==> config.mk <==
export PLATFORM = sky130hd
export DESIGN_NAME = hram_delay_cal
export DESIGN_NICKNAME = d
export VERILOG_FILES = /design/src/rtl/hram_delay_cal.sv
export SDC_FILE = /design/constraint.sdc
export NUM_CORES = 1
export LEC_CHECK = 0
export BUFFER_PORTS_ARGS = -buffer_cell sky130_fd_sc_hd__buf_2
export CAP_MARGIN = 25
export CORE_MARGIN = 2
export CORE_UTILIZATION = 51
export DETAILED_ROUTE_END_ITERATION = 8
export GPL_ROUTABILITY_DRIVEN = 0
export GPL_TIMING_DRIVEN = 0
export HOLD_SLACK_MARGIN = 0.08
export PLACE_DENSITY = 0.69
export SLEW_MARGIN = 20
export SYNTH_ARGS = -nofsm -noshare
export SYNTH_HDL_FRONTEND = slang
export SYNTH_SLANG_ARGS = --single-unit
==> constraint.sdc <==
create_clock -name clk_i -period 6.9 [get_ports clk_i]
set_input_delay 0.69 -clock clk_i [delete_from_list [all_inputs] [get_ports clk_i]]
set_output_delay 0.69 -clock clk_i [all_outputs]
set_load 0.005 [all_outputs]
==> src/rtl/hram_delay_cal.sv <==
// hram_delay_cal: sweeps the 4-bit PLL read-clock delay, records a pass map and programs the centre of the
// longest passing window. Optional manual override of the delay when HRAM_DELAY_CAL_MANUAL_EN is defined.
module hram_delay_cal #(
  parameter int          SETTLE_CYCLES = 64,
  parameter int          TEST_REPS     = 4,
  parameter int          TIMEOUT       = 1024,
  parameter logic [3:0]  DEFAULT_DELAY = 4'd8
) (
  input  logic        clk_i,
  input  logic        rst_i,
  input  logic        start_i,
  output logic        busy_o,
  output logic        done_o,
  output logic        ok_o,
  output logic [3:0]  cal_delay_o,
  output logic [15:0] pass_map_o,
  output logic        test_req_o,
  input  logic        test_ack_i,
  input  logic        test_pass_i
`ifdef HRAM_DELAY_CAL_MANUAL_EN
  ,
  input  logic        manual_en_i,
  input  logic [3:0]  manual_delay_i
`endif
);

  localparam int SET_W = $clog2(SETTLE_CYCLES + 1);
  localparam int TMO_W = $clog2(TIMEOUT + 1);

  typedef enum logic [2:0] {
    S_IDLE, S_SET, S_SETTLE, S_TEST, S_NEXT, S_SCAN, S_APPLY
  } state_e;

  state_e             state_q;
  logic               busy_q;
  logic               done_q;
  logic               ok_q;
  logic [3:0]         cal_delay_q;
  logic [15:0]        pass_map_q;
  logic               test_req_q;
  logic [3:0]         step_q;
  logic [SET_W-1:0]   settle_cnt_q;
  logic [TMO_W-1:0]   tmo_q;
  logic [7:0]         reps_q;
  logic [3:0]         scan_idx_q;
  logic [3:0]         run_start_q;
  logic [4:0]         run_len_q;
  logic [3:0]         best_start_q;
  logic [4:0]         best_len_q;
`ifdef HRAM_DELAY_CAL_MANUAL_EN
  logic [3:0]         cal_saved_q;
`endif

  logic               scan_bit_s;
  logic [3:0]         cand_start_s;
  logic [4:0]         cand_len_s;
  logic [3:0]         run_start_d;
  logic [4:0]         run_len_d;
  logic [3:0]         best_start_d;
  logic [4:0]         best_len_d;
  logic [4:0]         centre_s;

  assign busy_o      = busy_q;
  assign done_o      = done_q;
  assign ok_o        = ok_q;
  assign cal_delay_o = cal_delay_q;
  assign pass_map_o  = pass_map_q;
  assign test_req_o  = test_req_q;

  // Window scan: extend or restart the current run, close it on a 0 bit or at bit 15.
  always_comb begin
    scan_bit_s   = pass_map_q[scan_idx_q];
    run_start_d  = run_start_q;
    run_len_d    = 5'd0;
    cand_start_s = run_start_q;
    cand_len_s   = run_len_q;
    best_start_d = best_start_q;
    best_len_d   = best_len_q;
    if (scan_bit_s) begin
      run_len_d = run_len_q + 5'd1;
      if (run_len_q == 5'd0) begin
        run_start_d = scan_idx_q;
      end else begin
        run_start_d = run_start_q;
      end
      cand_start_s = run_start_d;
      cand_len_s   = run_len_d;
    end else begin
      run_len_d = 5'd0;
    end
    // Strictly longer only, so the lowest-index window keeps ties.
    if ((!scan_bit_s || (scan_idx_q == 4'd15)) && (cand_len_s > best_len_q)) begin
      best_start_d = cand_start_s;
      best_len_d   = cand_len_s;
    end else begin
      best_start_d = best_start_q;
      best_len_d   = best_len_q;
    end
  end

  // Lower centre of the best window for even lengths.
  assign centre_s = {1'b0, best_start_q} + ((best_len_q - 5'd1) >> 1);

  // Calibration sequencer with registered outputs.
  always_ff @(posedge clk_i) begin
    if (rst_i) begin
      state_q      <= S_IDLE;
      busy_q       <= 1'b0;
      done_q       <= 1'b0;
      ok_q         <= 1'b0;
      cal_delay_q  <= DEFAULT_DELAY;
      pass_map_q   <= 16'h0000;
      test_req_q   <= 1'b0;
      step_q       <= 4'd0;
      settle_cnt_q <= '0;
      tmo_q        <= '0;
      reps_q       <= 8'd0;
      scan_idx_q   <= 4'd0;
      run_start_q  <= 4'd0;
      run_len_q    <= 5'd0;
      best_start_q <= 4'd0;
      best_len_q   <= 5'd0;
`ifdef HRAM_DELAY_CAL_MANUAL_EN
      cal_saved_q  <= DEFAULT_DELAY;
`endif
    end else begin
      done_q <= 1'b0;
      case (state_q)
        S_IDLE: begin
`ifdef HRAM_DELAY_CAL_MANUAL_EN
          if (manual_en_i) begin
            cal_delay_q <= manual_delay_i;
          end else begin
            cal_delay_q <= cal_saved_q;
            if (start_i) begin
              pass_map_q <= 16'h0000;
              ok_q       <= 1'b0;
              step_q     <= 4'd0;
              busy_q     <= 1'b1;
              state_q    <= S_SET;
            end
          end
`else
          if (start_i) begin
            pass_map_q <= 16'h0000;
            ok_q       <= 1'b0;
            step_q     <= 4'd0;
            busy_q     <= 1'b1;
            state_q    <= S_SET;
          end
`endif
        end
        S_SET: begin
          cal_delay_q  <= step_q;
          settle_cnt_q <= SET_W'(SETTLE_CYCLES);
          state_q      <= S_SETTLE;
        end
        S_SETTLE: begin
          if (settle_cnt_q == '0) begin
            test_req_q <= 1'b1;
            reps_q     <= 8'd0;
            tmo_q      <= '0;
            state_q    <= S_TEST;
          end else begin
            settle_cnt_q <= settle_cnt_q - SET_W'(1);
          end
        end
        S_TEST: begin
          if (test_req_q) begin
            if (test_ack_i) begin
              test_req_q <= 1'b0;
              tmo_q      <= '0;
              if (!test_pass_i) begin
                state_q <= S_NEXT;
              end else if ((reps_q + 8'd1) >= 8'(TEST_REPS)) begin
                pass_map_q[step_q] <= 1'b1;
                state_q            <= S_NEXT;
              end else begin
                reps_q <= reps_q + 8'd1;
              end
            end else if (tmo_q == TMO_W'(TIMEOUT - 1)) begin
              test_req_q <= 1'b0;
              state_q    <= S_NEXT;
            end else begin
              tmo_q <= tmo_q + TMO_W'(1);
            end
          end else begin
            // Re-request one cycle after a passing ack.
            test_req_q <= 1'b1;
            tmo_q      <= '0;
          end
        end
        S_NEXT: begin
          if (step_q == 4'd15) begin
            scan_idx_q   <= 4'd0;
            run_start_q  <= 4'd0;
            run_len_q    <= 5'd0;
            best_start_q <= 4'd0;
            best_len_q   <= 5'd0;
            state_q      <= S_SCAN;
          end else begin
            step_q  <= step_q + 4'd1;
            state_q <= S_SET;
          end
        end
        S_SCAN: begin
          run_start_q  <= run_start_d;
          run_len_q    <= run_len_d;
          best_start_q <= best_start_d;
          best_len_q   <= best_len_d;
          if (scan_idx_q == 4'd15) begin
            state_q <= S_APPLY;
          end else begin
            scan_idx_q <= scan_idx_q + 4'd1;
          end
        end
        S_APPLY: begin
          if (best_len_q != 5'd0) begin
            cal_delay_q <= centre_s[3:0];
            ok_q        <= 1'b1;
`ifdef HRAM_DELAY_CAL_MANUAL_EN
            cal_saved_q <= centre_s[3:0];
`endif
          end else begin
            cal_delay_q <= DEFAULT_DELAY;
            ok_q        <= 1'b0;
`ifdef HRAM_DELAY_CAL_MANUAL_EN
            cal_saved_q <= DEFAULT_DELAY;
`endif
          end
          busy_q  <= 1'b0;
          done_q  <= 1'b1;
          state_q <= S_IDLE;
        end
        default: begin
          state_q <= S_IDLE;
        end
      endcase
    end
  end

endmodule

==> reports/qor.csv, run 1 <==
metric,value,unit
status,"finished, final reports clean",
crit_type,reg -> reg,
antenna_found_initial,0,
ys.flop_type,dfxtp_1,
io_buffers,28,
cts_setup_buffers,0,
routedLengthMet1,4.75,mm
routed_via_density,5.57,
startpoint_type,flop,
whs,456,ps
worst-slew-pin-transition,695,ps
ir_worst_vdd,115,µV
min_period,3530,ps
cp-endpoint,best_len_q[4]$_SDFFE_PP0P_,
drc,0,
io_pins,29,
critPathCaptureType,flop,
synth_top_area_share,37.2,%
p_per_area,256,mW/mm²
wl_met2,4.28,mm
start_util,52.3,%
rsz0062_at_grt,no,
synth_cells,511,
clk_pin_slew,80,ps
rrSetupSlack,3370,ps
cts_buffers,9,
maxSlewHeadroom,53.4,%
drive_gt1_share,12.1,%
wl_met3,463,µm
cts-root-buf,clkbuf_8,
core,0.00813,mm²
clock_path_buffers,2,
dieArea,0.00909,mm²
dp_cells,644,
cts_tree,built,
gr-usage-all-layers,22.3,%
ys_warn_count,0,
hold_class,reg -> reg,
synth.avg_cell_area,8.33,µm²
synthesis.area,0.00426,mm²
fin_crit_sh,51.2,%
nets,579,
cts.sinks,79,
post_cts_resized,0,
antenna_left,0,
total_power,1.22,mW
drtIter0Drc,174,
area_delta_synth_final,11.8,%
synth-edff-count,0,
clk_latency,350,ps
h-tree-depth,3,
rows,33,
final_cell_mix,"79 x dfxtp_1, 58 x nor2_1, 53 x nand2_1, 35 x buf_2, 25 x inv_1",
p_leak,1.92,nW
wl_per_cell,14.5,µm
drtPass1Iterations,4,
antennaDiodeCount,0,
drv_cap,0,
grt_pass1_wl,16.0,mm
wl,9.57,mm
ys_ff_latch,79,
reg2reg_from,scan_idx_q[0]$_SDFFE_PP0P_,
required,7140,ps
synth_seq_area_share,37.2,%
fin_setup_tns,0,ps
hold_viol_final,0,
fin_cells,660,
top_layer,met4,
grt_max_degree,15,
synth_cell_type_count,67,
die_x,95.4,µm
synth.net_count,540,
timing.critical_path.from,scan_idx_q[0]$_SDFFE_PP0P_,
cts_hold_buf,0,
crit_fanout,10,
synthArstFlopShare,0,%
r2r_cells,14,
fmax,283,MHz
setup_violations,0,
finalMaxSlewViolations,0,
grt_pass1_vias,3355,
route.vias.total,3673,
reg2reg_to,best_len_q[4]$_SDFFE_PP0P_,
layout_commonest_cell,dfxtp_1,
crit_arrival,3770,ps
place_hpwl,7.25,mm
synth_area_leaders,"dfxtp_1 37%, ha_1 6.8%, nor2_1 5.1%",
overflow,0,
finalClockSkew,11.3,ps
fp.dieH,95.4,µm
yosysTopAreaCell,dfxtp_1,
-- layer usage --
metal | up-vias | track usage (%)
met1 | 1699 | 31.0
met2 | 79 | 34.8
met3 | 8 | 3.79
li1 | 1887 | -
met4 | 0 | 8.09
met5 | - | 0
-- power breakdown --
part / switching (mW) / internal, mW / total [mW] / leakage [nW]
Clock: 0.178 / 0.215 / 0.392 / 0.105
Combinational: 0.190 / 0.112 / 0.302 / 1.17
Sequential: 0.0316 / 0.493 / 0.525 / 0.639
-- per-stage QoR --
step / setup WS (ps) / util (%) / cell area [µm²]
after floorplan: 3730 / - / 4260
after global placement: 3430 / 55.7 / 4530
after detailed placement: 3420 / 55.7 / 4530
after CTS: 3390 / 58.5 / 4760
after global routing: 3130 / 58.5 / 4760
final: 3370 / 58.5 / 4760
-- kinds of logic (layout without fill, tap and decap cells) --
| logic type | Yosys count | after routing | synth area share, % |
|---|---|---|---|
| and+or+nand+nor | 214 | 214 | 25.0 |
| AOI/OAI and AO/OA | 109 | 109 | 17.4 |
| DFF | 79 | 79 | 37.2 |
| buffers and inverters | 46 | 90 | 4.53 |
| xor gates and xnor gates | 28 | 28 | 5.76 |
| adders and majority gates | 24 | 24 | 7.23 |
| muxes | 11 | 11 | 2.91 |
-- cell type report --
type	instances	area, µm²
repair buffers	28	140
plain buffers	19	91.3
fillers	738	3380
multi-input cells	386	2480
clock buffers	10	138
clock inverters	6	91.3
flip-flops and latches	79	1580
well taps	105	131
inverters	27	101
-- synth_stat cells (all sizes together) (10+ instances only) --
cell and number:
nand2 53, xor2 15, inv 26, clkbuf 10
o21ai 22, nand4 12, nand3 23, and2 15
nor2 59, xnor2 13, dfxtp 79, nor3 14
ha 23, a21oi 24
-- worst min-delay path by stage --
stage | start | cells past startpoint | to | slack, ps
after global placement | run_start_q[1]$_SDFFE_PP0P_ | 2 | run_start_q[1]$_SDFFE_PP0P_ | 440
after detailed placement | pass_map_o[1]$_SDFFE_PP0P_ | 2 | pass_map_o[1]$_SDFFE_PP0P_ | 440
after CTS | pass_map_o[1]$_SDFFE_PP0P_ | 2 | pass_map_o[1]$_SDFFE_PP0P_ | 460
final | pass_map_o[1]$_SDFFE_PP0P_ | 2 | pass_map_o[1]$_SDFFE_PP0P_ | 460
after floorplan | tmo_q[10]$_SDFFE_PP0P_ | 2 | tmo_q[10]$_SDFFE_PP0P_ | 440
after global routing | tmo_q[10]$_SDFFE_PP0P_ | 2 | tmo_q[10]$_SDFFE_PP0P_ | 490
-- critical path, cell delays in order, from the launching register on --
cell and delay [ps]:
dfxtp_1 400, mux4_2 530, o22a_1 250, and2_4 190, nor2_4 140, inv_2 70, buf_6 140, ha_1 310
ha_1 280, nand2_1 60, o22ai_1 60, a21oi_1 240, nor2_1 150, o21ba_4 270, a221o_1 340
-- registers in the layout (all words and copies together), names as in the netlist --
signal	cells
best_start_q	4
run_len_q	5
busy_o	1
state_q	3
reps_q	8
run_start_q	4
ok_o	1
test_req_o	1
done_o	1
pass_map_o	16
step_q	4
scan_idx_q	4
tmo_q	11
settle_cnt_q	7
cal_delay_o	4
best_len_q	5
No activity file was read; power rests on OpenSTA's default activity.
==> run 2, diff against run 1 <==
==> constraint.sdc (replaced) <==
create_clock -name clk_i -period 3.3 [get_ports clk_i]
set_input_delay 0.33 -clock clk_i [delete_from_list [all_inputs] [get_ports clk_i]]
set_output_delay 0.33 -clock clk_i [all_outputs]
set_load 0.005 [all_outputs]
==> run 2 against run 1 <==
Compared with the run above:
- first-iteration DRC count is 4.6% lower
- die area is the same
- final cell count rose by 1.5%
- critical endpoint is now best_len_q[0]$_SDFFE_PP0P_
==> reports/qor.csv, run 2 (same netlist as run 1, synthesis figures left out) <==
metric,value,unit,change
reg2reg_to,best_len_q[0]$_SDFFE_PP0P_,,
clk_pin_slew,80,ps,about the same
drc,0,,unchanged
die_x,95.4,µm,unchanged
place_hpwl,7.25,mm,unchanged
slowest_stage,mux4_2,,
cts-root-buf,clkbuf_8,,
dp_cells,644,,unchanged
fmax,308,MHz,+8.6%
pwr-share-seq,43.0,%,about the same
hold_class,in -> reg,,
h-tree-depth,3,,unchanged
max_stage_delay,510,ps,-20 ps
routed_via_density,5.61,,+0.87%
postLayoutCoreUtil,60.1,%,+1.6 points
nets,589,,+1.7%
drv_cap,0,,unchanged
largest_reg_flops,16,,unchanged
cts_tree,built,,
combPwrFrac,24.9,%,about the same
area_delta_synth_final,14.8,%,
io_pins,29,,unchanged
clock_path_buffers,2,,unchanged
final_cell_mix,"78 x dfxtp_1, 57 x nor2_1, 52 x nand2_1, 36 x buf_2, 25 x inv_1",,
power.share.switching,32.7,%,-0.042 points
io_buffers,28,,unchanged
cts_hold_buf,0,,unchanged
route.vias.total,3761,,+2.4%
critPathCaptureType,flop,,
cts.sinks,79,,unchanged
clk_latency,350,ps,about the same
clkPwrFrac,32.1,%,about the same
min_period,3250,ps,-280 ps
fin_setup_tns,0,ps,unchanged
drive_gt1_share,15.2,%,+3.1 points
gr-usage-all-layers,22.5,%,+0.17 points
grt_max_degree,15,,unchanged
crit_fanout,5,,-5
crit_arrival,3540,ps,-230 ps
p_int,1.72,mW,+110%
hold_viol_final,0,,unchanged
worstSetupPathDepth,14,,unchanged
place_ws,-176,ps,-3600 ps
antennaDiodeCount,0,,unchanged
hold_path_end,tmo_q[10]$_SDFFE_PP0P_,,
antenna_left,0,,unchanged
maxSlewHeadroom,47.6,%,-5.9 points
core,0.00813,mm²,unchanged
finalClockSkew,9.96,ps,-1.35 ps
ir_worst_vdd,241,µV,+110%
crit_type,reg -> reg,,
wl_per_cell,14.7,µm,+1.2%
hold_depth,4,,+2
start_util,52.3,%,unchanged
grt_pass1_wl,16.1,mm,+0.65%
cts_buffers,9,,unchanged
setup_violations,0,,unchanged
layout_commonest_cell,dfxtp_1,,
finalMaxSlewViolations,0,,unchanged
required,3590,ps,-3550 ps
rows,33,,unchanged
critical_path_buf_inv_count,2,,unchanged
drtPass1Iterations,5,,+1
drtIter0Drc,166,,-4.6%
dieArea,0.00909,mm²,unchanged
fin_crit_sh,98.5,%,+47 points
fp.dieH,95.4,µm,unchanged
critPathTopFamily,simple AND/OR/NAND/NOR gates,,
finalInstanceArea,0.00489,mm²,+2.7%
status,"finished, final reports clean",,
hold_path_startpoint,test_ack_i,,
p_per_area,522,mW/mm²,+100%
worst-slew-pin-transition,783,ps,+87.4 ps
fin_cells,670,,+1.5%
overflow,0,,unchanged
startpoint_type,flop,,
place_area,0.00453,mm²,unchanged
path_cells,"mux4_2, o22a_1, and2_4, nor2_4, inv_2, buf_6, a21o_1, ha_4, nor2b_4, o21bai_1, a21oi_2, nor2_4, or4_4, a21oi_2",,
p_leak,1.99,nW,+3.6%
antenna_found_initial,0,,unchanged
fin_ws,48.7,ps,-3320 ps
reg2reg_from,scan_idx_q[0]$_SDFFE_PP0P_,,
r2r_cells,14,,unchanged
grt_pass1_vias,3385,,+0.89%
switching_power,0.835,mW,+110%
wl,9.83,mm,+2.7%
rsz0062_at_grt,yes,,
rrSetupSlack,50,ps,-3320 ps
## run 2: changes by cell type in the layout (fill, tap and decap cells not counted), sizes merged
cell,before,now
buf,37,47
## run 2: metrics by stage
step / total power, mW / hold slack (ps)
CTS: 2.56 / 331
global route: 2.69 / 350
global placement: 1.73 / 443
detailed placement: 1.74 / 445
floorplan: 1.58 / 436
finish: 2.55 / 350
## run 2: repair_timing
action,4_1_cts,5_1_grt
cloned,0,1
gates resized for setup,3,9
pin swaps,3,8
endpoints found under the setup margin,5,5
buffers inserted,3,6
## run 2: worst max-delay path by stage
stage	startpoint	endpoint	slack, ps
2_1_floorplan	scan_idx_q[0]$_SDFFE_PP0P_	best_len_q[3]$_SDFFE_PP0P_	130
3_3_place_gp	scan_idx_q[0]$_SDFFE_PP0P_	best_len_q[4]$_SDFFE_PP0P_	-170
3_5_place_dp	scan_idx_q[0]$_SDFFE_PP0P_	best_len_q[4]$_SDFFE_PP0P_	-180
4_1_cts	scan_idx_q[0]$_SDFFE_PP0P_	best_len_q[4]$_SDFFE_PP0P_	7
5_1_grt	scan_idx_q[0]$_SDFFE_PP0P_	best_len_q[4]$_SDFFE_PP0P_	-90
6_report	scan_idx_q[0]$_SDFFE_PP0P_	best_len_q[0]$_SDFFE_PP0P_	50
## run 2: worst reg2reg max path, stage by stage, from the launching register on
cell and delay [ps]:
dfxtp_4 360, mux4_2 510, o22a_1 250, and2_4 190, nor2_4 140, inv_2 70, buf_6 130, a21o_1 180
ha_4 270, nor2b_4 120, o21bai_1 80, a21oi_2 210, nor2_4 80, or4_4 490, a21oi_2 120
## run 2: power groups by stage
| stage | clock network [mW] | registers (mW) | logic [mW] |
|---|---|---|---|
| after floorplan | 0 | 1.11 | 0.476 |
| after global placement | 0 | 1.12 | 0.613 |
| after detailed placement | 0 | 1.12 | 0.624 |
| after CTS | 0.833 | 1.10 | 0.630 |
| after global routing | 0.874 | 1.11 | 0.710 |
| final | 0.819 | 1.10 | 0.637 |
## run 2: final cells by class
class,count,area [µm²]
Buffer,19,91.3
Clock buffer,10,138
Clock inverter,6,91.3
Fill cell,730,3250
Inverter,27,101
Multi-Input combinational cell,386,2540
Sequential cell,79,1590
Tap cell,105,131
Timing Repair Buffer,38,213
## run 2: routing by layer
| metal | part of all wire, % | vias up | GRT usage [%] |
|---|---|---|---|
| li1 | - | 1905 | - |
| met1 | 49 | 1756 | 31.2 |
| met2 | 45 | 86 | 35.0 |
| met3 | 4.5 | 14 | 3.79 |
| met4 | 1.3 | 0 | 8.45 |
| met5 | 0 | - | 0 |
